`src/rtl/bus_transfer_controller.sv`:
```
// bus_transfer_controller: bus-side initiator for the general registers.
// Runs one register-to-register (or external-to-register) transfer per
// request. It drives one-hot read/write strobes and a shared data bus, and
// the registers sample these on the falling clock edge.
// Optional feature macro: TRANSFER_COUNT_EN adds a 16-bit count of
// completed transfers that had no select error.
module bus_transfer_controller #(
  parameter int NUM_REGS = 4,
  parameter int SEL_W    = 2,
  parameter int DATA_W   = 8
) (
  input  logic                       clock,
  input  logic                       reset,
  input  logic                       start,
  input  logic [SEL_W-1:0]           src_sel,
  input  logic [SEL_W-1:0]           dst_sel,
  input  logic                       ext_write,
  input  logic [DATA_W-1:0]          ext_data,
  input  logic [NUM_REGS*DATA_W-1:0] reg_values,
  output logic [NUM_REGS-1:0]        read_data,
  output logic [NUM_REGS-1:0]        write_data,
  output logic [DATA_W-1:0]          data_bus,
  output logic                       busy,
  output logic                       done,
  output logic                       sel_error
`ifdef TRANSFER_COUNT_EN
  ,
  output logic [15:0]                xfer_count
`endif
);

  typedef enum logic [1:0] {IDLE, READ, WRITE, DONE} state_t;

  state_t              state, state_n;
  logic [SEL_W-1:0]    src_q, dst_q;
  logic [NUM_REGS-1:0] rd_n, wr_n;
  logic [DATA_W-1:0]   bus_n;
  logic                busy_n, done_n, err_n;

  function automatic logic [NUM_REGS-1:0] onehot(input logic [SEL_W-1:0] idx);
    logic [NUM_REGS-1:0] v;
    v = '0;
    for (int unsigned i = 0; i < NUM_REGS; i++)
      if (idx == SEL_W'(i)) v[i] = 1'b1;
    return v;
  endfunction

  function automatic logic in_range(input logic [SEL_W-1:0] idx);
    return int'(idx) < NUM_REGS;
  endfunction

  // Capture the request selects on the accepting edge
  always_ff @(posedge clock or negedge reset) begin
    if (!reset) begin
      src_q <= '0;
      dst_q <= '0;
    end else if (state == IDLE && start) begin
      src_q <= src_sel;
      dst_q <= dst_sel;
    end
  end

  // State register plus registered outputs (strobes come straight from flops)
  always_ff @(posedge clock or negedge reset) begin
    if (!reset) begin
      state      <= IDLE;
      read_data  <= '0;
      write_data <= '0;
      data_bus   <= '0;
      busy       <= 1'b0;
      done       <= 1'b0;
      sel_error  <= 1'b0;
    end else begin
      state      <= state_n;
      read_data  <= rd_n;
      write_data <= wr_n;
      data_bus   <= bus_n;
      busy       <= busy_n;
      done       <= done_n;
      sel_error  <= err_n;
    end
  end

  // Next state and next output values; outputs are decoded from the state
  // being entered so they line up with that state once registered
  always_comb begin
    state_n = state;
    rd_n    = '0;
    wr_n    = '0;
    bus_n   = data_bus;
    err_n   = sel_error;
    case (state)
      IDLE: begin
        err_n = 1'b0;
        if (start) begin
          if (!in_range(dst_sel) || (!ext_write && !in_range(src_sel))) begin
            state_n = DONE;
            err_n   = 1'b1;
          end else if (ext_write) begin
            state_n = WRITE;
            bus_n   = ext_data;
            wr_n    = onehot(dst_sel);
          end else begin
            state_n = READ;
            rd_n    = onehot(src_sel);
          end
        end
      end
      READ: begin
        state_n = WRITE;
        wr_n    = onehot(dst_q);
        for (int unsigned i = 0; i < NUM_REGS; i++)
          if (src_q == SEL_W'(i)) bus_n = reg_values[i*DATA_W +: DATA_W];
      end
      WRITE: state_n = DONE;
      DONE: begin
        state_n = IDLE;
        err_n   = 1'b0;
      end
      default: state_n = IDLE;
    endcase
    busy_n = (state_n != IDLE);
    done_n = (state_n == DONE);
  end

`ifdef TRANSFER_COUNT_EN
  // Count successful transfers as they leave DONE
  always_ff @(posedge clock or negedge reset) begin
    if (!reset)
      xfer_count <= '0;
    else if (state == DONE && !sel_error)
      xfer_count <= xfer_count + 16'd1;
  end
`endif

endmodule

```
`config.mk`:
```
export PLATFORM = sky130hd
export DESIGN_NAME = bus_transfer_controller
export DESIGN_NICKNAME = d
export VERILOG_FILES = /design/src/rtl/bus_transfer_controller.sv
export SDC_FILE = /design/constraint.sdc
export NUM_CORES = 1
export LEC_CHECK = 0
export CAP_MARGIN = 20
export CORE_MARGIN = 3
export CORE_UTILIZATION = 36
export CTS_BUF_LIST = sky130_fd_sc_hd__clkbuf_4
export DETAILED_ROUTE_END_ITERATION = 8
export GPL_TIMING_DRIVEN = 0
export PLACE_DENSITY = 0.83
export SYNTH_ARGS = -nofsm -noshare
export SYNTH_HDL_FRONTEND = slang
export SYNTH_SLANG_ARGS = --single-unit
export TNS_END_PERCENT = 10
```
`constraint.sdc`:
```
create_clock -name clock -period 1.6 [get_ports clock]
set_input_delay 0.32 -clock clock [delete_from_list [all_inputs] [get_ports clock]]
set_output_delay 0.32 -clock clock [all_outputs]
set_load 0.005 [all_outputs]
```
==> results of run 1 <==
-- state kept, by name (all words and copies together) (netlist names) --
name / cells
dst_q: 2
done: 1
write_data: 4
src_q: 2
data_bus: 8
read_data: 4
state: 2
busy: 1
-- Yosys cell counts, types with 2 or more instances --
library cell  count  area [um2]
ha_1              4        50.1
dfrtp_1          24         601
o32ai_1           2        17.5
inv_1             7        26.3
nor3b_1           2        15.0
mux2i_1           9        90.1
nand2_1           6        22.5
nor3_1            9        45.0
mux2_2            4        45.0
a21oi_1           8        40.0
o22ai_1           2        12.5
mux4_2            8         180
nor2b_1           3        18.8
buf_6             3        33.8
-- through the flow --
step           area [um2]  utilization (%)
2_1_floorplan        1280                -
3_3_place_gp         1990             58.6
3_5_place_dp         1990             58.6
4_1_cts              2030             59.9
5_1_grt              2070             61.2
6_report             2070             61.2
-- what timing repair did --
| action | 4_1_cts | 5_1_grt |
|---|---|---|
| hold endpoints to repair | 0 | 0 |
| setup endpoints to repair | 8 | 9 |
| buffers inserted | 2 | 0 |
| resized for setup | 2 | 5 |
-- layout make-up --
cell class                      count  area (um2)  share of cell area, %
Timing Repair Buffer               68         693                   33.4
Multi-Input combinational cell     67         619                   29.9
Sequential cell                    24         601                   29.0
Tap cell                           46        57.6                   2.77
Buffer                              6        51.3                   2.47
Inverter                            7        26.3                   1.27
Clock buffer                        3        22.5                   1.09
Clock inverter                      1        3.75                  0.181
-- where the power goes --
group	total (W)	internal [W]	switching [W]
combinational	0.00173	0.000985	0.000748
sequential	0.000952	0.000839	0.000114
clock	0.000269	0.0000912	0.000177
-- how the worst max path moves through the flow --
stage,startpoint,end,slack (ns),depth (start not counted)
after CTS,state[0]$_DFF_PN0_,data_bus[2]$_DFFE_PN0P_,0.005,7
final,data_bus[7]$_DFFE_PN0P_,data_bus[7],0.07,1
after floorplan,state[0]$_DFF_PN0_,data_bus[0]$_DFFE_PN0P_,0.10,7
after global placement,start,data_bus[7]$_DFFE_PN0P_,-0.11,6
after global routing,state[1]$_DFF_PN0_,data_bus[7]$_DFFE_PN0P_,-0.008,6
after detailed placement,start,data_bus[2]$_DFFE_PN0P_,-0.18,6
-- routing by layer --
| layer | part of all wire, % | vias up |
|---|---|---|
| met3 | 3.0 | 4 |
| met1 | 40 | 541 |
| met4 | 1.5 | 0 |
| met2 | 56 | 33 |
| li1 | - | 519 |
| met5 | 0 | - |
-- cells by family after synthesis --
logic type / count (synthesis)
adders and majority gates: 4
DFF: 24
other: 1
AOI/OAI and AO/OA: 14
and+or+nand+nor: 27
muxes: 21
buffers and inverters: 14
==> impl_metrics.toml, run 1 <==
[setup_path]
worst-path-buf-inv = 1
reg2reg_slack_ns = 0.08
crit_family = "buffers and inverters"
crit_path_top_delay_cell = "clkdlybuf4s50_1"
cp_cell_sequence = "clkdlybuf4s50_1"
cp-start-kind = "flip-flop"
reg2reg_to = "data_bus[2]$_DFFE_PN0P_"
r2r-start = "state[1]$_DFF_PN0_"
setup.worst_path.class = "reg -> out"
crit_arrival_ns = 1.21
slowest_delay_ns = 0.53
path_max_fanout = 2
end_kind = "output pin"
ff2ff_path_depth = 7
worstPathRequired_ns = 1.28

[placement]
numPortBuffers = 65
place_ws_ns = -0.184
gp_congestion = 0.863
place_inst = 216
hpwl_um = 3040

[global_routing]
grt_max_degree = 25
overflow = 0
track_usage_pct = 17.0
met1_usage_pct = 20.2
grt_use_met2_pct = 30.5
grt_first_pass_wirelength_um = 5440
antenna_found_initial = 0
global_route.usage.met3_pct = 4.62
busiest_layer = "met2"
grt_pass1_vias = 1126

[logic_synthesis]
ys_warn_count = 0
yosys.area_share.simple_pct = 11.4
synth_nets = 157
synth_seq_cells = 24
synth_xor_area_share_pct = 0
synth-main-ff-cell = "dfrtp_1"
synth_cell_types = 28
synth_fa_ha_area_share_pct = 3.91
async_reset_ff_share_pct = 100
synth_edf_count = 0
netlist_instances = 105
syn_avg_cell_area_um2 = 12.2
ys_seq_area_share_pct = 47.0
synth_compound_area_share_pct = 6.46
synthMuxAreaShare_pct = 24.7
synth_top_family_by_area = "multiplexers"
synth_area_um2 = 1280

[cells_and_area]
final_cells = 222
mostFrequentLayoutCell = "clkdlybuf4s50_1"
nets = 229
nFillCells = 254
area_growth_pct = 62.2
layout-drive-gt1-share_pct = 17.6
num_antenna_cells = 0
final_cell_mix = "64 x clkdlybuf4s50_1, 24 x dfrtp_1, 9 x mux2i_1, 9 x nor3_1, 8 x mux4_2"

[job]
drv_cap = 0

[clock_network]
clk_pin_slew_ns = 0.12
cts_buffer_depth = 2
clk_latency_ns = 0.31
cts_max_level = 1
cts-root-buf = "clkbuf_4"
cts_buffers = 3
cts.sinks = 24
cts_tree = "done"
cts_hold_buffers = 0

[hold_path]
hp-class = "in -> async"

[floorplanning]
ioPinCount = 67
rows = 21
start_util_pct = 37.7
die_h_um = 65.6
core_um2 = 3390
die_x_um = 65.6
die-area_um2 = 4300

[timing]
timing.final.ws_setup_ns = 0.0733
fin_worst_skew_ns = 0.0105
setup_viol = 0
max_freq_ghz = 0.655
post-route-min-period_ns = 1.53
rsz0062_at_grt = "true"
finalHoldViolations = 0
whs_ns = 0.182
fin_setup_tns_ns = 0
finalCritPeriodShare_pct = 95.4
drv_slew = 0

[routing]
totalWireLength_um = 3710
wire_per_inst_um = 16.7
drt_pass1_iterations = 4
viasPerCell = 4.94
drt_iter0_drc = 92
route.detailed.drc = 0
final_antenna_net_count = 0
vias = 1097

[power_and_ir_drop]
power_density_nw_per_um2 = 1420
power_w = 0.00295
vdd_drop_max_v = 0.000848
leakage_nw = 0.860

[outcome]
status = "finished clean"
(Power assumes the default switching activity.)
==> run 2, diff against run 1 <==
--- a/config.mk
+++ b/config.mk
@@ -7,11 +7,12 @@
 export LEC_CHECK = 0
 export CAP_MARGIN = 20
 export CORE_MARGIN = 3
-export CORE_UTILIZATION = 36
+export CORE_UTILIZATION = 30
 export CTS_BUF_LIST = sky130_fd_sc_hd__clkbuf_4
 export DETAILED_ROUTE_END_ITERATION = 8
 export GPL_TIMING_DRIVEN = 0
-export PLACE_DENSITY = 0.83
+export PLACE_DENSITY = 0.72
+export SKIP_LAST_GASP = 1
 export SYNTH_ARGS = -nofsm -noshare
 export SYNTH_HDL_FRONTEND = slang
 export SYNTH_SLANG_ARGS = --single-unit
==> run 2 against run 1 <==
Net effect: via count up 6.2%; wire length is 0.84% lower; total power is 11% higher; critical path depth is the same; worst hold slack better by 0.028 ns; final cell count up 4.5%; register-to-register slack about the same; highest routed layer unchanged.
==> impl_metrics.toml, run 2 (synthesized netlist as in run 1, its figures left out) <==
[clock_network]
cts.sinks = 24
cts_buffers = 3
cts_hold_buffers = 0
cts-root-buf = "clkbuf_4"
cts_max_level = 1
clk_pin_slew_ns = 0.14
cts_tree = "done"
cts_buffer_depth = 2
clk_latency_ns = 0.32

[setup_path]
crit_arrival_ns = 1.23
worst-path-buf-inv = 1
crit_path_top_delay_cell = "clkdlybuf4s50_1"
path_max_fanout = 2
slowest_delay_ns = 0.53
crit_family = "buffers and inverters"
setup.worst_path.class = "reg -> out"
end_kind = "output pin"
worstPathRequired_ns = 1.28
cp_cell_sequence = "clkdlybuf4s50_1"
cp-start-kind = "flip-flop"

[floorplanning]
rows = 23
start_util_pct = 31.5
die-area_um2 = 5080
core_um2 = 4060
die_h_um = 71.3
ioPinCount = 67
die_x_um = 71.3

[global_routing]
grt_first_pass_wirelength_um = 5700
grt_pass1_vias = 1232
grt_max_degree = 25
track_usage_pct = 14.1
overflow = 0
antenna_found_initial = 0

[placement]
gp_congestion = 0.708
place_ws_ns = -0.165
hpwl_um = 2830
dpl_cell_area_um2 = 1990
place_inst = 220
numPortBuffers = 65

[routing]
route.detailed.drc = 0
route.met3.wl_um = 249
totalWireLength_um = 3680
vias = 1165
wire_per_inst_um = 15.8
drt_iter0_drc = 20
viasPerCell = 5.02
wl_met1_um = 1460
route.met2.wl_um = 1890
final_antenna_net_count = 0
topRoutingLayerUsed = "met4"
drt_pass1_iterations = 4

[cells_and_area]
top_regs = "data_bus x8, read_data x4, write_data x4"
regMostFlops = "data_bus"
final_cells = 232
mostFrequentLayoutCell = "clkdlybuf4s50_1"
multi_input_area_um2 = 639
fin_area_um2 = 2160
final_cell_mix = "64 x clkdlybuf4s50_1, 24 x dfrtp_1, 9 x mux2i_1, 9 x nor3_1, 9 x buf_4"
nets = 235
largest_register_ffs = 8
nFillCells = 343
area_growth_pct = 69.2
seq_area_um2 = 601
layout-drive-gt1-share_pct = 22.5
num_antenna_cells = 0

[timing]
drv_slew = 0
finalCritPeriodShare_pct = 97.1
max_freq_ghz = 0.643
timing.final.ws_setup_ns = 0.0457
finalHoldViolations = 0
post-route-min-period_ns = 1.55
rsz0062_at_grt = "true"
fin_setup_tns_ns = 0
fin_worst_skew_ns = 0.0158
setup_viol = 0

[power_and_ir_drop]
leakage_nw = 0.901
combPwrFrac_pct = 57.6
seq_power_share_pct = 29.2
internal_power_w = 0.00218
switchingPower_w = 0.00111
power_w = 0.00328
clkPwrFrac_pct = 13.2
power_density_nw_per_um2 = 1520
vdd_drop_max_v = 0.000734
p_sw_share_pct = 33.7

[outcome]
status = "finished clean"

[job]
drv_cap = 0

[hold_path]
hp-class = "in -> async"
## run 2: power groups by stage
stage | Sequential [W] | Clock, W | Combinational (W)
after floorplan | 0.000968 | 0 | 0.000980
after global placement | 0.000955 | 0 | 0.00157
after detailed placement | 0.000974 | 0 | 0.00164
after CTS | 0.000950 | 0.000444 | 0.00172
after global routing | 0.000985 | 0.000473 | 0.00205
final | 0.000957 | 0.000435 | 0.00189
## run 2: final timing paths
path / start / end / slack, ns / cells past startpoint
min in group clock: dst_q[0]$_DFFE_PN0P_ / write_data[2]$_DFF_PN0_ / 0.53 / 1
worst max-delay path: data_bus[7]$_DFFE_PN0P_ / data_bus[7] / 0.05 / 1
worst min register to register: dst_q[0]$_DFFE_PN0P_ / write_data[2]$_DFF_PN0_ / 0.53 / 1
max in group asynchronous: reset / data_bus[0]$_DFFE_PN0P_ / 0.95 / 2
worst max register to register: src_q[0]$_DFFE_PN0P_ / data_bus[3]$_DFFE_PN0P_ / 0.07 / 4
worst min-delay path: reset / read_data[0]$_DFF_PN0_ / 0.21 / 1
## run 2: repair_timing
item,in CTS,in global routing
gates cloned,0,0
pin swaps,0,3
resized for setup,3,10
setup endpoints to repair,8,10
setup buffers,2,6
## run 2: per-stage QoR
stage / hold slack, ns / util, %
floorplan: 0.0244 / -
global placement: 0.480 / 49.1
detailed placement: 0.501 / 49.1
CTS: 0.521 / 51.0
global route: 0.197 / 53.3
finish: 0.210 / 53.3
## run 2: area by class of cell
class,count,area share [%]
Timing Repair Buffer,74,33.7
Multi-Input combinational cell,67,29.6
Sequential cell,24,27.8
Tap cell,50,2.89
Buffer,6,2.49
Clock inverter,1,1.39
Inverter,7,1.21
Clock buffer,3,1.04
## run 2: worst register-to-register path: stages, from the launching register on
cell     delay [ns]
dfrtp_1        0.37
buf_6          0.16
mux4_2         0.51
mux2i_1        0.28
a21oi_4        0.09
## run 2: metal layers
| metal | up-vias | global-route usage, % |
|---|---|---|
| li1 | 532 | - |
| met3 | 8 | 4.91 |
| met2 | 46 | 24.8 |
| met4 | 0 | 3.13 |
| met5 | - | 0 |
| met1 | 579 | 16.5 |
